<file path="config.mk">
export PLATFORM = sky130hd
export DESIGN_NAME = mem_sp_arbiter
export DESIGN_NICKNAME = d
export VERILOG_FILES = /design/src/rtl/mem_arb_pkg.sv /design/src/rtl/rr_pick.sv /design/src/rtl/mem_sp_arbiter.sv
export SDC_FILE = /design/constraint.sdc
export NUM_CORES = 1
export LEC_CHECK = 0
export ABC_CLOCK_PERIOD_IN_PS = 15800
export BUFFER_PORTS_ARGS = -buffer_cell sky130_fd_sc_hd__buf_2
export CORE_AREA = 2 2 263 265
export DETAILED_ROUTE_END_ITERATION = 12
export DIE_AREA = 0 0 265 267
export GPL_TIMING_DRIVEN = 0
export PLACE_DENSITY_LB_ADDON = 0.12
export SETUP_SLACK_MARGIN = 0.3
export SYNTH_ARGS = -nofsm -noshare
export SYNTH_HDL_FRONTEND = slang
export SYNTH_SLANG_ARGS = --single-unit
</file>
<file path="constraint.sdc">
create_clock -name clk -period 15.8 [get_ports clk]
set_clock_uncertainty 0.1 [all_clocks]
set_input_delay 0 -clock clk [delete_from_list [all_inputs] [get_ports clk]]
set_output_delay 0 -clock clk [all_outputs]
set_load 0.005 [all_outputs]
</file>
<file path="src/rtl/mem_arb_pkg.sv">
// Shared types and defaults for the SRAM port arbiters.
// Latency: n/a (declarations only).
// Backpressure: n/a.
package mem_arb_pkg;

    // Default cycles from grant to valid wrapper read data
    // (macro read + wrapper output register).
    localparam int READ_LAT_DEF  = 2;

    // Default number of consecutive grants one requester may take while others wait.
    localparam int MAX_BURST_DEF = 4;

    // Requester id field in a tracking entry. It is sized for the largest arbiter
    // that uses this package, so one entry type serves every instance.
    localparam int TRK_ID_BIT    = 8;

    // One slot of the read-tracking pipeline.
    typedef struct packed {
        logic                  vld;
        logic [TRK_ID_BIT-1:0] id;
    } trk_t;

endpackage

</file>
<file path="src/rtl/rr_pick.sv">
// Round-robin priority picker: the first requester at or after ptr_i wins.
// Latency: combinational.
// Backpressure: none; any_o is low when no requester is active.
//   req_i : request vector
//   ptr_i : index that has highest priority
//   gnt_o : one-hot winner
//   idx_o : winner index
//   any_o : at least one request
module rr_pick #(
    parameter int N   = 2,
    parameter int IDW = (N > 1) ? $clog2(N) : 1
) (
    input  logic [N-1:0]   req_i,
    input  logic [IDW-1:0] ptr_i,
    output logic [N-1:0]   gnt_o,
    output logic [IDW-1:0] idx_o,
    output logic           any_o
);

    int             j;
    logic [IDW-1:0] j_idx;

    always_comb begin
        gnt_o = '0;
        idx_o = '0;
        any_o = 1'b0;
        j     = 0;
        j_idx = '0;
        for (int off = 0; off < N; off++) begin
            // Wrap the search from ptr_i back to index 0.
            j = int'(ptr_i) + off;
            if (j >= N) begin
                j = j - N;
            end
            j_idx = IDW'(j);
            if (!any_o && req_i[j_idx]) begin
                any_o        = 1'b1;
                idx_o        = j_idx;
                gnt_o[j_idx] = 1'b1;
            end
        end
    end

endmodule

</file>
<file path="src/rtl/mem_sp_arbiter.sv">
// Round-robin, burst-capable arbiter sharing one single-port SRAM wrapper between NUM_REQ clients.
// Latency: the grant is combinational. Read data returns READ_LAT+1 cycles after the grant cycle,
//          which is READ_LAT clock edges after the edge that accepts the request.
// Backpressure: gnt is the ready signal. Only one requester is accepted per cycle, and the others wait.
//   clk, rst          : clock, async active-high reset
//   req/req_wen       : per-requester valid and write select
//   req_addr/wdata    : packed per-requester address and write data
//   gnt               : one-hot accept
//   rsp_valid/data    : one-hot read-return pulse and shared read data
//   mem_*             : single-port wrapper interface
module mem_sp_arbiter
    import mem_arb_pkg::*;
#(
    parameter int NUM_REQ   = 2,
    parameter int DATA_BIT  = 128,
    parameter int DEPTH     = 512,
    parameter int ADDR_BIT  = $clog2(DEPTH),
    parameter int READ_LAT  = READ_LAT_DEF,
    parameter int MAX_BURST = MAX_BURST_DEF,
    parameter int ID_BIT    = $clog2(NUM_REQ)
) (
    input  logic                         clk,
    input  logic                         rst,
    input  logic [NUM_REQ-1:0]           req,
    input  logic [NUM_REQ-1:0]           req_wen,
    input  logic [NUM_REQ*ADDR_BIT-1:0]  req_addr,
    input  logic [NUM_REQ*DATA_BIT-1:0]  req_wdata,
    output logic [NUM_REQ-1:0]           gnt,
    output logic [NUM_REQ-1:0]           rsp_valid,
    output logic [DATA_BIT-1:0]          rsp_data,
    output logic                         mem_wen,
    output logic                         mem_ren,
    output logic [ADDR_BIT-1:0]          mem_addr,
    output logic [DATA_BIT-1:0]          mem_wdata,
    input  logic [DATA_BIT-1:0]          mem_rdata
);

    localparam int                CNT_BIT   = $clog2(MAX_BURST + 1);
    localparam logic [CNT_BIT-1:0] BURST_LIM = CNT_BIT'(MAX_BURST);
    localparam logic [ID_BIT-1:0]  LAST_ID   = ID_BIT'(NUM_REQ - 1);

    // Arbitration state
    logic [ID_BIT-1:0]   ptr_q,     ptr_d;
    logic [ID_BIT-1:0]   own_q,     own_d;
    logic                own_vld_q, own_vld_d;
    logic [CNT_BIT-1:0]  cnt_q,     cnt_d;
    logic [ADDR_BIT-1:0] addr_q;
    logic [DATA_BIT-1:0] wdata_q;

    trk_t                trk_q [READ_LAT];
    trk_t                trk_in;
    trk_t                trk_tail;
    logic [NUM_REQ-1:0]  rsp_valid_q;
    logic [DATA_BIT-1:0] rsp_data_q;

    // Unpacked views of the packed request buses
    logic [ADDR_BIT-1:0] addr_arr  [NUM_REQ];
    logic [DATA_BIT-1:0] wdata_arr [NUM_REQ];

    always_comb begin
        for (int i = 0; i < NUM_REQ; i++) begin
            addr_arr[i]  = req_addr[i*ADDR_BIT +: ADDR_BIT];
            wdata_arr[i] = req_wdata[i*DATA_BIT +: DATA_BIT];
        end
    end

    logic [NUM_REQ-1:0] pick_oh;
    logic [ID_BIT-1:0]  pick_idx;
    logic               pick_any;

    rr_pick #(
        .N   (NUM_REQ),
        .IDW (ID_BIT)
    ) u_pick (
        .req_i (req),
        .ptr_i (ptr_q),
        .gnt_o (pick_oh),
        .idx_o (pick_idx),
        .any_o (pick_any)
    );

    // The burst owner keeps the port until it has taken MAX_BURST grants in a row.
    logic              hold;
    logic [ID_BIT-1:0] win;
    logic              win_vld;

    assign hold    = own_vld_q && req[own_q] && (cnt_q < BURST_LIM);
    assign win     = hold ? own_q : pick_idx;
    // Gate on rst so that no request is accepted or reaches the macro while in reset.
    assign win_vld = !rst && (hold || pick_any);

    always_comb begin
        gnt = '0;
        if (win_vld) begin
            gnt[win] = 1'b1;
        end
    end

    assign mem_wen   = win_vld &&  req_wen[win];
    assign mem_ren   = win_vld && !req_wen[win];
    assign mem_addr  = win_vld ? addr_arr[win]  : addr_q;
    assign mem_wdata = win_vld ? wdata_arr[win] : wdata_q;

    // Next arbitration state
    always_comb begin
        ptr_d     = ptr_q;
        own_d     = own_q;
        own_vld_d = 1'b0;
        cnt_d     = '0;
        if (win_vld) begin
            ptr_d     = (win == LAST_ID) ? '0 : win + 1'b1;
            own_vld_d = 1'b1;
            // When the count is exhausted and the owner wins again (it was alone),
            // it starts a fresh burst.
            if (own_vld_q && (own_q == win) && (cnt_q < BURST_LIM)) begin
                cnt_d = cnt_q + 1'b1;
            end else begin
                own_d = win;
                cnt_d = CNT_BIT'(1);
            end
        end
    end

    always_ff @(posedge clk or posedge rst) begin
        if (rst) begin
            ptr_q     <= '0;
            own_q     <= '0;
            own_vld_q <= 1'b0;
            cnt_q     <= '0;
            addr_q    <= '0;
            wdata_q   <= '0;
        end else begin
            ptr_q     <= ptr_d;
            own_q     <= own_d;
            own_vld_q <= own_vld_d;
            cnt_q     <= cnt_d;
            if (win_vld) begin
                addr_q  <= addr_arr[win];
                wdata_q <= wdata_arr[win];
            end
        end
    end

    // Read tracking: one slot per cycle, so the tail lines up with mem_rdata.
    always_comb begin
        trk_in     = '0;
        trk_in.vld = mem_ren;
        trk_in.id  = TRK_ID_BIT'(win);
    end

    assign trk_tail = trk_q[READ_LAT-1];

    always_ff @(posedge clk or posedge rst) begin
        if (rst) begin
            for (int i = 0; i < READ_LAT; i++) begin
                trk_q[i] <= '0;
            end
        end else begin
            trk_q[0] <= trk_in;
            for (int i = 1; i < READ_LAT; i++) begin
                trk_q[i] <= trk_q[i-1];
            end
        end
    end

    logic [NUM_REQ-1:0] tail_oh;

    always_comb begin
        tail_oh = '0;
        for (int i = 0; i < NUM_REQ; i++) begin
            tail_oh[i] = trk_tail.vld && (trk_tail.id == TRK_ID_BIT'(i));
        end
    end

    always_ff @(posedge clk or posedge rst) begin
        if (rst) begin
            rsp_valid_q <= '0;
            rsp_data_q  <= '0;
        end else begin
            rsp_valid_q <= tail_oh;
            if (trk_tail.vld) begin
                rsp_data_q <= mem_rdata;
            end
        end
    end

    assign rsp_valid = rsp_valid_q;
    assign rsp_data  = rsp_data_q;

endmodule

</file>
==> impl_results.md <==
- Relative slew margins: 31.3%
- TritonCTS Sinks: 277
- Count of buffers added by post-CTS timing repair for setup: 0
- Worst Setup Slack, final: 12.77 ns
- DRC errors left: 0
- Top library cells by usage in the layout, fill and taps aside: 714 x sky130_fd_sc_hd__buf_2, 408 x sky130_fd_sc_hd__dlygate4sd3_1, 279 x sky130_fd_sc_hd__nand2_1
- Number of buffers created by CTS: 37
- Final critical-path share of the clock period: 19.2%
- Via count: 14100
- Post-synthesis net count: 1507
- Crit path launch type: input port
- Unrepaired setup endpoints after global routing: no
- Insertion delay of the later-clocked pin in the worst-skew pair: 0.55 ns
- DRT iter0 DRCs: 683
- Cell with the largest stage delay on the worst path: sky130_fd_sc_hd__clkbuf_1
- Leakage power summed over all cells: 10.9 nW
- Outcome: complete, no violations
- Pre-CTS worst setup slack: 13.33 ns
- DR vias/cell: 4.48
- Antenna-violating nets left: 0
- Largest cells by area after synthesis: sky130_fd_sc_hd__dfrtp_1 54%, sky130_fd_sc_hd__mux2_2 11%, sky130_fd_sc_hd__a221o_1 11%
- Post-synthesis register bit count: 277
- TritonCTS clock tree: built
- Yosys warning total: 0
- Half-perimeter wire length of the detailed placement result: 45.8 mm
- Setup Total Neg Slack: 0 ns
- Worst IR Drop VDD: 69.9 µV
- Die Height: 267 µm
- Ratio of cells with drive above 1 in the final layout: 41.3%
- Final Hold Fails: 0
- Core box area: 68000 µm²
- Share of async-settable or async-resettable flops after synthesis: 100%
- Register area share after synthesis: 54.2%
- Initial DRT Pass Iterations: 6
- Leading cell type in the layout, fill and taps excluded: sky130_fd_sc_hd__buf_2
- Syn-to-layout area delta: 78.1%
- Total GRT Usage: 17.0%
- Io pins: 679
- Die Footprint: 70800 µm²
- Routed WL per cell: 19.9 µm
- Synthesized area per cell: 11.7 µm²
- Pin count of the biggest net entering global routing: 62
- Max incr delay on CP: 0.77 ns
- Clk buf depth: 3
- Path type of the worst setup path: input port to output port
- Top cell type's share of synthesized area: 54.2%
- Count of filler cells inserted in the layout: 7077
- Post-CTS clock slew at the launch and capture registers of the worst setup and hold paths: 0.06 ns
- Post-synthesis cell type with the largest combined area: sky130_fd_sc_hd__dfrtp_1
- Htree depth: 2
- Leftover overflow at the end of global routing: 0
- Multi-input combinational cell area: 5280 µm²
- Number of enable-type register cells in the synthesized netlist: 0
- Placement row count: 96
- Setup-failing EPs final: 0
- Number of global-route vias before repair: 15000
- CP required: 15.70 ns
- Post-Syn Instances: 1098
- Kind of cell adding the most delay to the critical path: buffers and inverters
- Pwr Density: 111 nW/µm²
- Post-layout total power: 2.54 mW
- Width of the die: 265 µm
- FMAX: 330 MHz
- Final weighted congestion of routability-driven global placement: 0.781
- Setup crit end kind: output port
- Worst Hold Class: input port to flip-flop
- Starting utilization of the core area: 18.8%
- Final worst path period need: 3.03 ns
- Number of unique standard cell types used by synthesis: 30
- CP cell instances: dlygate4sd3_1 -> buf_2 -> inv_2 -> clkbuf_1 -> clkbuf_1 -> a32oi_1 -> nand2_1 -> a221o_1 -> buf_2
- CP max FO: 10
- Max-capacitance violation count: 0
- Number of antenna violations at the first check in global routing: 17
- Main flop type after synthesis: sky130_fd_sc_hd__dfrtp_1
- IO Port Bufs: 677
- Arrival @ worst endpoint: 2.93 ns
- Layout net count: 2636
- Routed wire length: 62.5 mm
- Tightest Pin Transition: 1.03 ns
- Area occupied by registers: 6930 µm²
- Number of max-slew violations in the final report: 0
- Total buffers and inverters traversed by the critical path: 6
- Worst hold margin: 0.108 ns
- CTS root buf: sky130_fd_sc_hd__clkbuf_16
- Total standard cell area after synthesis: 12800 µm²
- First-pass GRT wire length: 92.3 mm
final cells by class:
type | instances | share of cell area, %
clock buffer | 54 | 4.79
timing repair buffer | 1090 | 33.4
inverter | 5 | 0.0823
buffer | 106 | 2.51
clock inverter | 12 | 0.735
tap | 882 | 4.84
multi-input combinational | 710 | 23.2
antenna | 10 | 0.110
sequential | 277 | 30.4
logic make-up after synthesis:
| family | share of synthesized area (%) |
|---|---|
| and+or+nand+nor | 9.06 |
| AOI/OAI and AO/OA | 20.7 |
| DFF | 54.2 |
| muxes | 11.4 |
| buffers and inverters | 4.59 |
| adders and majority gates | 0.0978 |
flip-flops by register name, summed over array words and instances, names as in the netlist:
register,cells
ptr_q,1
trk_q,4
rsp_data,128
own_vld_q,1
own_q,1
cnt_q,3
wdata_q,128
rsp_valid,2
addr_q,9
timing repair:
item	in CTS	in global routing
hold endpoints to repair	305	0
hold buffers	408	0
gates resized for setup	0	0
per-layer routing:
| layer | track usage, % | up-vias | share of wire [%] |
|---|---|---|---|
| met3 | 5.10 | 102 | 7.8 |
| met2 | 30.6 | 544 | 51 |
| li1 | - | 6531 | - |
| met1 | 19.3 | 6906 | 39 |
| met5 | 0 | - | 0.14 |
| met4 | 5.27 | 14 | 2.4 |
path summary, 6_finish.rpt:
kind	end	depth (start not counted)	slack, ns	startpoint
max in group asynchronous	wdata_q[3]	7	14.00	rst
hold / removal	rsp_data[74]	3	0.11	mem_rdata[74]
setup / recovery	mem_wdata[116]	9	12.77	rst
min in group asynchronous	own_vld_q	4	0.23	rst
setup reg to reg	wdata_q[54]	7	13.15	own_vld_q
hold reg to reg	trk_q[0]	0	0.25	trk_q[9]
worst min-delay path: stages:
cell                            delay, ns
sky130_fd_sc_hd__dlygate4sd3_1       0.52
sky130_fd_sc_hd__buf_2               0.09
sky130_fd_sc_hd__mux2_2              0.12
Yosys cell counts (4+ instances only):
cell type	instances
sky130_fd_sc_hd__nand2_1	279
sky130_fd_sc_hd__a221o_1	137
sky130_fd_sc_hd__clkbuf_1	47
sky130_fd_sc_hd__buf_1	4
sky130_fd_sc_hd__mux2_2	128
sky130_fd_sc_hd__buf_6	15
sky130_fd_sc_hd__buf_2	37
sky130_fd_sc_hd__a32oi_1	137
sky130_fd_sc_hd__dfrtp_1	277
sky130_fd_sc_hd__nor2_1	4
report_power, final:
part	leakage [nW]	internal (mW)	switching, mW	total (mW)
registers	3.29	0.852	0.0723	0.925
clock network	0.619	0.531	0.341	0.872
logic	6.98	0.414	0.328	0.742
metrics by stage:
step           instances  util, %  area (µm²)
2_1_floorplan       1098        -       12800
3_3_place_gp        2657     25.4       17300
3_5_place_dp        2662     25.6       17400
4_1_cts             3136     33.5       22800
5_1_grt             3145     33.5       22800
6_report            3146     33.5       22800
Power figures use the tool's default switching activity.
